## src/rtl/adc_capture_ctrl.sv

```systemverilog
// ---------------------------------------------------------------------------
// adc_capture_ctrl
//
// Sequencer for the 8-bit ADC front end. It makes the ADC conversion clock
// and enable from a programmable divider and arms on Start. It then waits for
// a trigger and captures a DEPTH-sample burst into an internal buffer. Finally
// it streams the burst out over a valid/ready handshake.
//
// Optional feature macro: ADC_TRIG_TIMEOUT_EN
//   When defined, level-trigger mode forces a trigger after TIMEOUT
//   non-triggering samples and flags Timed_Out. When undefined, ARM waits
//   indefinitely and Timed_Out is tied to 0.
//
// Ports:
//   clk_100MHz  in   system clock (single clock domain)
//   Rst         in   synchronous, active-low reset
//   ADC_Data    in   [7:0] ADC conversion result
//   Start       in   arm request (IDLE only, ignored together with Abort)
//   Abort       in   return to IDLE from any state (highest priority)
//   Div         in   [DIV_W-1:0] sample period in clocks (0/1 act as 2)
//   Trig_Mode   in   0 = free-run, 1 = rising-level trigger
//   Trig_Level  in   [7:0] unsigned trigger threshold
//   clk_ADC     out  ADC conversion clock
//   ADC_En      out  ADC enable (ARM and CAPTURE)
//   Rd_Valid    out  Rd_Data holds a valid buffered sample
//   Rd_Ready    in   consumer accepts the current word
//   Rd_Data     out  [7:0] buffered sample
//   Rd_Last     out  current word is buffer entry DEPTH-1
//   Busy        out  state is not IDLE
//   Done        out  one-cycle pulse after the final readout handshake
//   Timed_Out   out  current or last burst was force-triggered
// ---------------------------------------------------------------------------
module adc_capture_ctrl #(
    parameter int DIV_W   = 16,
    parameter int DEPTH   = 256,
    parameter int AW      = 8,
    parameter int TIMEOUT = 65536
) (
    input  logic             clk_100MHz,
    input  logic             Rst,
    input  logic [7:0]       ADC_Data,
    input  logic             Start,
    input  logic             Abort,
    input  logic [DIV_W-1:0] Div,
    input  logic             Trig_Mode,
    input  logic [7:0]       Trig_Level,
    output logic             clk_ADC,
    output logic             ADC_En,
    output logic             Rd_Valid,
    input  logic             Rd_Ready,
    output logic [7:0]       Rd_Data,
    output logic             Rd_Last,
    output logic             Busy,
    output logic             Done,
    output logic             Timed_Out
);

    typedef enum logic [1:0] {ST_IDLE, ST_ARM, ST_CAPTURE, ST_READOUT} state_t;

    state_t           state_q;
    logic [DIV_W-1:0] div_q;
    logic [DIV_W-1:0] cnt_q;
    logic [DIV_W-1:0] cnt_d;
    logic [DIV_W-1:0] half_div;
    logic [7:0]       level_q;
    logic [7:0]       cur_q;
    logic             prev_vld_q;
    logic [AW-1:0]    wr_ptr_q;
    logic [AW-1:0]    rd_ptr_q;
    logic             clk_adc_q;
    logic             adc_en_q;
    logic             busy_q;
    logic             done_q;
    logic             rd_valid_q;
    logic             rd_last_q;
    logic [7:0]       rd_data_q;
    logic [7:0]       mem [DEPTH];

    logic             sampling;
    logic             strobe;
    logic             level_hit;
    logic             force_trig;
    logic             trig;
    logic             wr_en;
    logic [AW-1:0]    wr_addr;
    logic             rd_en;
    logic             rd_fire_last;

    assign sampling = (state_q == ST_ARM) || (state_q == ST_CAPTURE);
    assign half_div = div_q >> 1;
    assign strobe   = sampling && (cnt_q == div_q - DIV_W'(1));
    assign cnt_d    = strobe ? '0 : cnt_q + DIV_W'(1);

    // cur_q still holds the previous sample here; the new one is ADC_Data.
    // A threshold of 255 is defined as never reachable.
    assign level_hit = prev_vld_q && (cur_q < level_q) && (ADC_Data >= level_q)
                       && (level_q != 8'hFF);
    assign trig      = (state_q == ST_ARM) && strobe
                       && (!Trig_Mode || level_hit || force_trig);

    // The trigger sample always lands in entry 0; later samples follow wr_ptr_q.
    assign wr_en   = trig || ((state_q == ST_CAPTURE) && strobe);
    assign wr_addr = (state_q == ST_ARM) ? '0 : wr_ptr_q;

    // Prefetch: fetch when the output register is empty or being consumed.
    assign rd_en        = (state_q == ST_READOUT) && !Abort
                          && (!rd_valid_q || (Rd_Ready && !rd_last_q));
    assign rd_fire_last = rd_valid_q && Rd_Ready && rd_last_q;

`ifdef ADC_TRIG_TIMEOUT_EN
    localparam int TW = $clog2(TIMEOUT + 1);
    logic [TW-1:0] tcnt_q;
    logic          timed_out_q;

    assign force_trig = Trig_Mode && (tcnt_q == TW'(TIMEOUT));
    assign Timed_Out  = timed_out_q;

    always_ff @(posedge clk_100MHz) begin
        if (!Rst) begin
            tcnt_q      <= '0;
            timed_out_q <= 1'b0;
        end else if ((state_q == ST_IDLE) && Start && !Abort) begin
            tcnt_q      <= '0;
            timed_out_q <= 1'b0;
        end else if (!Abort && (state_q == ST_ARM) && strobe && Trig_Mode) begin
            if (force_trig) begin
                timed_out_q <= 1'b1;
            end else if (!level_hit) begin
                tcnt_q <= tcnt_q + TW'(1);
            end
        end
    end
`else
    assign force_trig = 1'b0;
    assign Timed_Out  = 1'b0;
`endif

    // Sample buffer with registered read; the read register is the output.
    always_ff @(posedge clk_100MHz) begin
        if (wr_en) begin
            mem[wr_addr] <= ADC_Data;
        end
    end

    always_ff @(posedge clk_100MHz) begin
        if (!Rst) begin
            rd_data_q <= '0;
        end else if (rd_en) begin
            rd_data_q <= mem[rd_ptr_q];
        end
    end

    always_ff @(posedge clk_100MHz) begin
        if (!Rst) begin
            state_q    <= ST_IDLE;
            div_q      <= DIV_W'(2);
            cnt_q      <= '0;
            level_q    <= '0;
            cur_q      <= '0;
            prev_vld_q <= 1'b0;
            wr_ptr_q   <= '0;
            rd_ptr_q   <= '0;
            clk_adc_q  <= 1'b0;
            adc_en_q   <= 1'b0;
            busy_q     <= 1'b0;
            done_q     <= 1'b0;
            rd_valid_q <= 1'b0;
            rd_last_q  <= 1'b0;
        end else begin
            done_q <= 1'b0;
            if (strobe) begin
                cur_q      <= ADC_Data;
                prev_vld_q <= 1'b1;
            end
            if (Abort) begin
                state_q    <= ST_IDLE;
                cnt_q      <= '0;
                clk_adc_q  <= 1'b0;
                adc_en_q   <= 1'b0;
                busy_q     <= 1'b0;
                rd_valid_q <= 1'b0;
                rd_last_q  <= 1'b0;
            end else begin
                case (state_q)
                    ST_IDLE: begin
                        if (Start) begin
                            state_q    <= ST_ARM;
                            div_q      <= (Div < DIV_W'(2)) ? DIV_W'(2) : Div;
                            level_q    <= Trig_Level;
                            cnt_q      <= '0;
                            prev_vld_q <= 1'b0;
                            clk_adc_q  <= 1'b1;
                            adc_en_q   <= 1'b1;
                            busy_q     <= 1'b1;
                        end
                    end
                    ST_ARM, ST_CAPTURE: begin
                        cnt_q     <= cnt_d;
                        clk_adc_q <= (cnt_d < half_div);
                        if (trig) begin
                            state_q  <= ST_CAPTURE;
                            wr_ptr_q <= AW'(1);
                        end else if ((state_q == ST_CAPTURE) && strobe) begin
                            wr_ptr_q <= wr_ptr_q + AW'(1);
                            if (wr_ptr_q == AW'(DEPTH - 1)) begin
                                state_q   <= ST_READOUT;
                                cnt_q     <= '0;
                                clk_adc_q <= 1'b0;
                                adc_en_q  <= 1'b0;
                                rd_ptr_q  <= '0;
                            end
                        end
                    end
                    ST_READOUT: begin
                        if (rd_en) begin
                            rd_valid_q <= 1'b1;
                            rd_last_q  <= (rd_ptr_q == AW'(DEPTH - 1));
                            rd_ptr_q   <= rd_ptr_q + AW'(1);
                        end else if (rd_fire_last) begin
                            state_q    <= ST_IDLE;
                            busy_q     <= 1'b0;
                            done_q     <= 1'b1;
                            rd_valid_q <= 1'b0;
                            rd_last_q  <= 1'b0;
                        end
                    end
                    default: state_q <= ST_IDLE;
                endcase
            end
        end
    end

    assign clk_ADC  = clk_adc_q;
    assign ADC_En   = adc_en_q;
    assign Busy     = busy_q;
    assign Done     = done_q;
    assign Rd_Valid = rd_valid_q;
    assign Rd_Last  = rd_last_q;
    assign Rd_Data  = rd_data_q;

endmodule

```

## config.mk

```make
export PLATFORM = sky130hd
export DESIGN_NAME = adc_capture_ctrl
export DESIGN_NICKNAME = d
export VERILOG_FILES = /design/src/rtl/adc_capture_ctrl.sv
export SDC_FILE = /design/constraint.sdc
export NUM_CORES = 2
export LEC_CHECK = 0
export ABC_CLOCK_PERIOD_IN_PS = 4100
export BUFFER_PORTS_ARGS = -buffer_cell sky130_fd_sc_hd__buf_2
export CAP_MARGIN = 20
export CORE_MARGIN = 5
export CORE_UTILIZATION = 55
export DETAILED_ROUTE_END_ITERATION = 10
export MAX_ROUTING_LAYER = met4
export PLACE_DENSITY_LB_ADDON = 0.2
export SKIP_CTS_REPAIR_TIMING = 1
export SLEW_MARGIN = 20
export SYNTH_ARGS = -nofsm -noshare
export SYNTH_HDL_FRONTEND = slang
export SYNTH_SLANG_ARGS = --single-unit
```

## constraint.sdc

```tcl
create_clock -name clk_100MHz -period 4.1 [get_ports clk_100MHz]
set_input_delay 0.205 -clock clk_100MHz [delete_from_list [all_inputs] [get_ports clk_100MHz]]
set_output_delay 0.205 -clock clk_100MHz [all_outputs]
set_load 0.02 [all_outputs]
```

==> flow_summary.html <==
<table>
<tr><th>Metric</th><th>Value</th></tr>
<tr><th colspan="2">Outcome</th></tr>
<tr><td>Status</td><td>complete, no violations</td></tr>
<tr><th colspan="2">Floorplanning</th></tr>
<tr><td>Die area</td><td>0.161 mm²</td></tr>
<tr><td>Number of rows in the core area</td><td>143</td></tr>
<tr><td>Boundary pin count</td><td>53</td></tr>
<tr><td>Die height</td><td>401 µm</td></tr>
<tr><td>Starting Density</td><td>55.3%</td></tr>
<tr><td>Horizontal die dimension</td><td>between 400 and 500 µm</td></tr>
<tr><td>Core Footprint</td><td>0.152 mm²</td></tr>
<tr><th colspan="2">Synth</th></tr>
<tr><td>Synth Net Count</td><td>around 4300</td></tr>
<tr><td>Most instantiated flip-flop cell in the synthesis netlist</td><td>sky130_fd_sc_hd__edfxtp_1</td></tr>
<tr><td>Cell types with the largest area share after synthesis</td><td>sky130_fd_sc_hd__edfxtp_1, sky130_fd_sc_hd__mux4_2, sky130_fd_sc_hd__dfxtp_1</td></tr>
<tr><td>Async set-or-reset flop fraction in the synthesized netlist</td><td>0%</td></tr>
<tr><td>Number of storage elements in the synthesis netlist</td><td>2129</td></tr>
<tr><td>Share of synthesized area occupied by flip-flops and latches</td><td>75.2%</td></tr>
<tr><td>Post-Syn Area</td><td>~0.084 mm²</td></tr>
<tr><td>Gate count of the mapped netlist</td><td>4190</td></tr>
<tr><td>Yosys top cell by area</td><td>sky130_fd_sc_hd__edfxtp_1</td></tr>
<tr><td>Unique cell type count in the Yosys netlist</td><td>76</td></tr>
<tr><td>Number of enable-type register cells in the synthesized netlist</td><td>2048</td></tr>
<tr><td>Area fraction of the dominant cell type after synthesis</td><td>73.3%</td></tr>
<tr><td>Number of warning messages in the yosys log</td><td>0</td></tr>
<tr><td>Avg Cell Area, Syn</td><td>about 20 µm²</td></tr>
<tr><th colspan="2">Worst setup path</th></tr>
<tr><td>Critical-path cell with the highest stage delay</td><td>sky130_fd_sc_hd__dfxtp_2</td></tr>
<tr><td>Maximum net fanout on the critical path</td><td>16</td></tr>
<tr><td>Stages on the worst setup path</td><td>14</td></tr>
<tr><td>Worst r2r path cells</td><td>14</td></tr>
<tr><td>Delay of the slowest cell on the worst path</td><td>between 300 and 400 ps</td></tr>
<tr><td>Worst setup EP type</td><td>flip-flop</td></tr>
<tr><td>CP required</td><td>~4600 ps</td></tr>
<tr><td>Total buffers and inverters traversed by the critical path</td><td>5</td></tr>
<tr><td>Cells traversed along the worst timing path</td><td>inv_1 &gt; ha_4 &gt; nor4b_4 &gt; buf_4 &gt; a31oi_1 &gt; o32ai_1 &gt; a31oi_1 &gt; nor4_4 &gt; and2_4 &gt; buf_4 &gt; nand4_4 &gt; buf_12 &gt; nor2_1 &gt; buf_4</td></tr>
<tr><td>Kind of cell with the highest combined delay on the critical path</td><td>simple AND/OR/NAND/NOR gates</td></tr>
<tr><td>Crit Path Class</td><td>flip-flop to flip-flop</td></tr>
<tr><td>Arrival time of data at the critical path endpoint</td><td>4530 ps</td></tr>
<tr><td>Critical path launch point type</td><td>flip-flop</td></tr>
<tr><td>Most common cell type on the critical path</td><td>sky130_fd_sc_hd__buf_4</td></tr>
<tr><th colspan="2">Timing</th></tr>
<tr><td>Maximum clock frequency</td><td>0.249 GHz</td></tr>
<tr><td>Final worst path period need</td><td>about 4000 ps</td></tr>
<tr><td>Max_slew headroom</td><td>about a fifth</td></tr>
<tr><td>Number of setup violations in the final report</td><td>0</td></tr>
<tr><td>Setup total negative slack</td><td>0 ps</td></tr>
<tr><td>Actual transition at the worst max-transition pin</td><td>1200 ps</td></tr>
<tr><td>Worst Skew</td><td>31.0 ps</td></tr>
<tr><td>Fin crit share</td><td>98.0%</td></tr>
<tr><td>Worst Hold Margin</td><td>89.1 ps</td></tr>
<tr><td>Hold violation count in the final report</td><td>0</td></tr>
<tr><td>Pins Over Slew Limit</td><td>0</td></tr>
<tr><th colspan="2">Detailed routing</th></tr>
<tr><td>DRT Pass-1 Iters</td><td>6</td></tr>
<tr><td>Average wire length per cell after detail routing</td><td>32.1 µm</td></tr>
<tr><td>Number of nets still failing antenna checks after routing</td><td>0</td></tr>
<tr><td>DRT iter0 DRCs</td><td>5914</td></tr>
<tr><td>WL final</td><td>224 mm</td></tr>
<tr><td>DR DRC count</td><td>0</td></tr>
<tr><td>Vias</td><td>45438</td></tr>
<tr><td>Vias per Instance</td><td>6.51</td></tr>
<tr><th colspan="2">Cells and area</th></tr>
<tr><td>Cell area after layout</td><td>slightly below 0.1 mm²</td></tr>
<tr><td>Number of fill cells</td><td>a little over 10000</td></tr>
<tr><td>Fraction of layout instances using a drive strength above 1</td><td>between 30% and 40%</td></tr>
<tr><td>Synth-to-Final Area Change</td><td>16.6%</td></tr>
<tr><td>Number of nets in the layout</td><td>4833</td></tr>
<tr><th colspan="2">Flow run</th></tr>
<tr><td>Maximum Capacitance Violations</td><td>0</td></tr>
<tr><th colspan="2">Clocking</th></tr>
<tr><td>CTS clock-pin slew for the worst setup and hold paths</td><td>around 60 ps</td></tr>
<tr><td>Number of levels in the clock H-tree</td><td>4</td></tr>
<tr><td>Root buffer cell</td><td>sky130_fd_sc_hd__clkbuf_16</td></tr>
<tr><td>Clock tree from TritonCTS</td><td>built</td></tr>
<tr><td>TritonCTS buffer count</td><td>207</td></tr>
<tr><td>Clock net sink count</td><td>2129</td></tr>
<tr><td>Worst skew pair latency</td><td>around 830 ps</td></tr>
<tr><td>Bufs on Longest Clock Path</td><td>3</td></tr>
<tr><th colspan="2">Power and ir drop</th></tr>
<tr><td>Total chip power</td><td>between 40 and 50 mW</td></tr>
<tr><td>P per Cell Area</td><td>452 mW/mm²</td></tr>
<tr><td>Leakage Power</td><td>a little over 30 nW</td></tr>
<tr><td>Worst IR drop on VDD</td><td>about 0.47 mV</td></tr>
<tr><th colspan="2">Global route</th></tr>
<tr><td>Maximum number of pins on one net before global-route repair</td><td>approximately 200</td></tr>
<tr><td>Initial antenna violation count</td><td>7</td></tr>
<tr><td>Total gr overflow</td><td>0</td></tr>
<tr><td>Total track usage</td><td>28.6%</td></tr>
<tr><td>Vias in the first global route</td><td>~45000</td></tr>
<tr><td>First-pass GRT wire length</td><td>between 300 and 400 mm</td></tr>
<tr><th colspan="2">Placed design</th></tr>
<tr><td>Number of input and output port buffers inserted</td><td>51</td></tr>
<tr><td>Area after detailed placement</td><td>~0.090 mm²</td></tr>
<tr><td>Routability-driven placement congestion ratio</td><td>0.899</td></tr>
<tr><td>Half-perimeter wire length after placement</td><td>143 mm</td></tr>
<tr><th colspan="2">Min path</th></tr>
<tr><td>Path category of the worst min-delay check</td><td>input port to flip-flop</td></tr>
<tr><td>Hold Path Cell Cnt</td><td>4</td></tr>
</table>
[cell families (layout without fill, tap and decap cells)]
family	after synthesis	in the layout	share of synthesized area, %
DFF	2129	2129	75.2
and+or+nand+nor	640	641	3.73
muxes	591	591	14.7
AOI/OAI and AO/OA	457	457	3.96
buffers and inverters	306	1055	1.54
adders and majority gates	37	37	0.552
xor gates and xnor gates	29	29	0.303
other	1	7	0.00447
[state kept, by name, summed over array words and instances, names as in the netlist]
name        count
ADC_En          1
Busy            1
Done            1
Rd_Data         8
Rd_Last         1
Rd_Valid        1
clk_ADC         1
cnt_q          16
cur_q           8
div_q          16
level_q         8
mem          2048
prev_vld_q      1
rd_ptr_q        8
state_q         2
wr_ptr_q        8
[cell usage in the layout, fill, tap and decap left out, types with 12 or more instances in the layout]
| cell | n |
|---|---|
| sky130_fd_sc_hd__o22ai_1 | 26 |
| sky130_fd_sc_hd__nor2_1 | 295 |
| sky130_fd_sc_hd__clkinv_1 | 48 |
| sky130_fd_sc_hd__o21ai_0 | 22 |
| sky130_fd_sc_hd__nor4_1 | 15 |
| sky130_fd_sc_hd__dlygate4sd3_1 | 34 |
| sky130_fd_sc_hd__nand2b_1 | 13 |
| sky130_fd_sc_hd__buf_12 | 44 |
| sky130_fd_sc_hd__mux4_2 | 514 |
| sky130_fd_sc_hd__a22oi_1 | 99 |
| sky130_fd_sc_hd__edfxtp_1 | 2048 |
| sky130_fd_sc_hd__nor3_1 | 51 |
| sky130_fd_sc_hd__o21a_1 | 13 |
| sky130_fd_sc_hd__buf_2 | 44 |
| sky130_fd_sc_hd__a22o_1 | 59 |
| sky130_fd_sc_hd__clkbuf_16 | 209 |
| sky130_fd_sc_hd__mux2i_1 | 75 |
| sky130_fd_sc_hd__xnor2_1 | 19 |
| sky130_fd_sc_hd__ha_1 | 36 |
| sky130_fd_sc_hd__nand4_1 | 32 |
| sky130_fd_sc_hd__a211oi_1 | 13 |
| sky130_fd_sc_hd__bufinv_16 | 36 |
| sky130_fd_sc_hd__nand3_1 | 32 |
| sky130_fd_sc_hd__nand2_1 | 97 |
| sky130_fd_sc_hd__buf_4 | 491 |
| sky130_fd_sc_hd__clkbuf_1 | 30 |
| sky130_fd_sc_hd__dfxtp_1 | 69 |
| sky130_fd_sc_hd__clkinv_2 | 51 |
| sky130_fd_sc_hd__a21oi_1 | 83 |
| sky130_fd_sc_hd__inv_1 | 39 |
| sky130_fd_sc_hd__a221oi_1 | 41 |
| sky130_fd_sc_hd__nor2b_1 | 12 |
| sky130_fd_sc_hd__a31oi_1 | 15 |
[synth_stat cells, types with 33 or more instances]
master	n
sky130_fd_sc_hd__edfxtp_1	2048
sky130_fd_sc_hd__mux4_2	514
sky130_fd_sc_hd__nor2_1	299
sky130_fd_sc_hd__clkbuf_1	141
sky130_fd_sc_hd__a22oi_1	100
sky130_fd_sc_hd__nand2_1	98
sky130_fd_sc_hd__a21oi_1	85
sky130_fd_sc_hd__buf_2	85
sky130_fd_sc_hd__dfxtp_1	81
sky130_fd_sc_hd__mux2i_1	75
sky130_fd_sc_hd__a22o_1	59
sky130_fd_sc_hd__nor3_1	51
sky130_fd_sc_hd__a221oi_1	41
sky130_fd_sc_hd__inv_1	40
sky130_fd_sc_hd__ha_1	37
sky130_fd_sc_hd__nand3_1	33
[tightest hold or removal path, stage by stage]
cell                       delay [ps]
sky130_fd_sc_hd__clkbuf_8         130
sky130_fd_sc_hd__buf_4            330
sky130_fd_sc_hd__nand2_1          140
sky130_fd_sc_hd__a21oi_1           60
[where the power goes]
| group | leakage (nW) | total [mW] | internal [mW] | switching [mW] |
|---|---|---|---|---|
| registers | 19.1 | 23.9 | 23.8 | 0.0243 |
| clock network | 3.48 | 19.7 | 11.6 | 8.09 |
| logic | 8.36 | 0.642 | 0.137 | 0.505 |
| total | 30.9 | 44.2 | 35.6 | 8.62 |
[worst paths after layout]
path | from | end | slack [ps]
setup / recovery | div_q[0]$_SDFFE_PN0P_ | mem[191][6]$_DFFE_PP_ | 80
hold / removal | ADC_Data[0] | cur_q[0]$_SDFFE_PN0P_ | 90
setup reg to reg | div_q[0]$_SDFFE_PN0P_ | mem[191][6]$_DFFE_PP_ | 80
hold reg to reg | cur_q[0]$_SDFFE_PN0P_ | cur_q[0]$_SDFFE_PN0P_ | 450
[metal layers]
| metal | GRT usage, % | vias to the layer above | routed length (µm) |
|---|---|---|---|
| met2 | 44.1 | 2586 | 108000 |
| met5 | - | - | 0 |
| li1 | - | 18605 | - |
| met4 | 7.78 | 0 | 6640 |
| met1 | 39.5 | 23839 | 84900 |
| met3 | 6.24 | 408 | 24100 |
[metrics by stage]
| step | util, % | instances | setup WS [ps] |
|---|---|---|---|
| 6_report | 64.4 | 6976 | 82.7 |
| 5_1_grt | 64.4 | 6975 | -57.0 |
| 4_1_cts | 64.1 | 6931 | 22.9 |
| 3_5_place_dp | 59.4 | 6540 | 26.3 |
| 3_3_place_gp | 59.4 | 6538 | 66.2 |
| 2_1_floorplan | - | 4190 | 10.8 |
[final cells by class]
type / instances / area, µm² / share of cell area [%]
Clock buffer: 240 / 5360 / 5.47
Inverter: 42 / 158 / 0.161
Multi-Input combinational cell: 1756 / 19700 / 20.1
Tap cell: 2030 / 2540 / 2.60
Antenna cell: 6 / 15.0 / 0.0153
Sequential cell: 2129 / 63100 / 64.5
Clock inverter: 151 / 1730 / 1.76
Timing Repair Buffer: 622 / 5250 / 5.36
No activity file was read; power rests on OpenSTA's default activity.
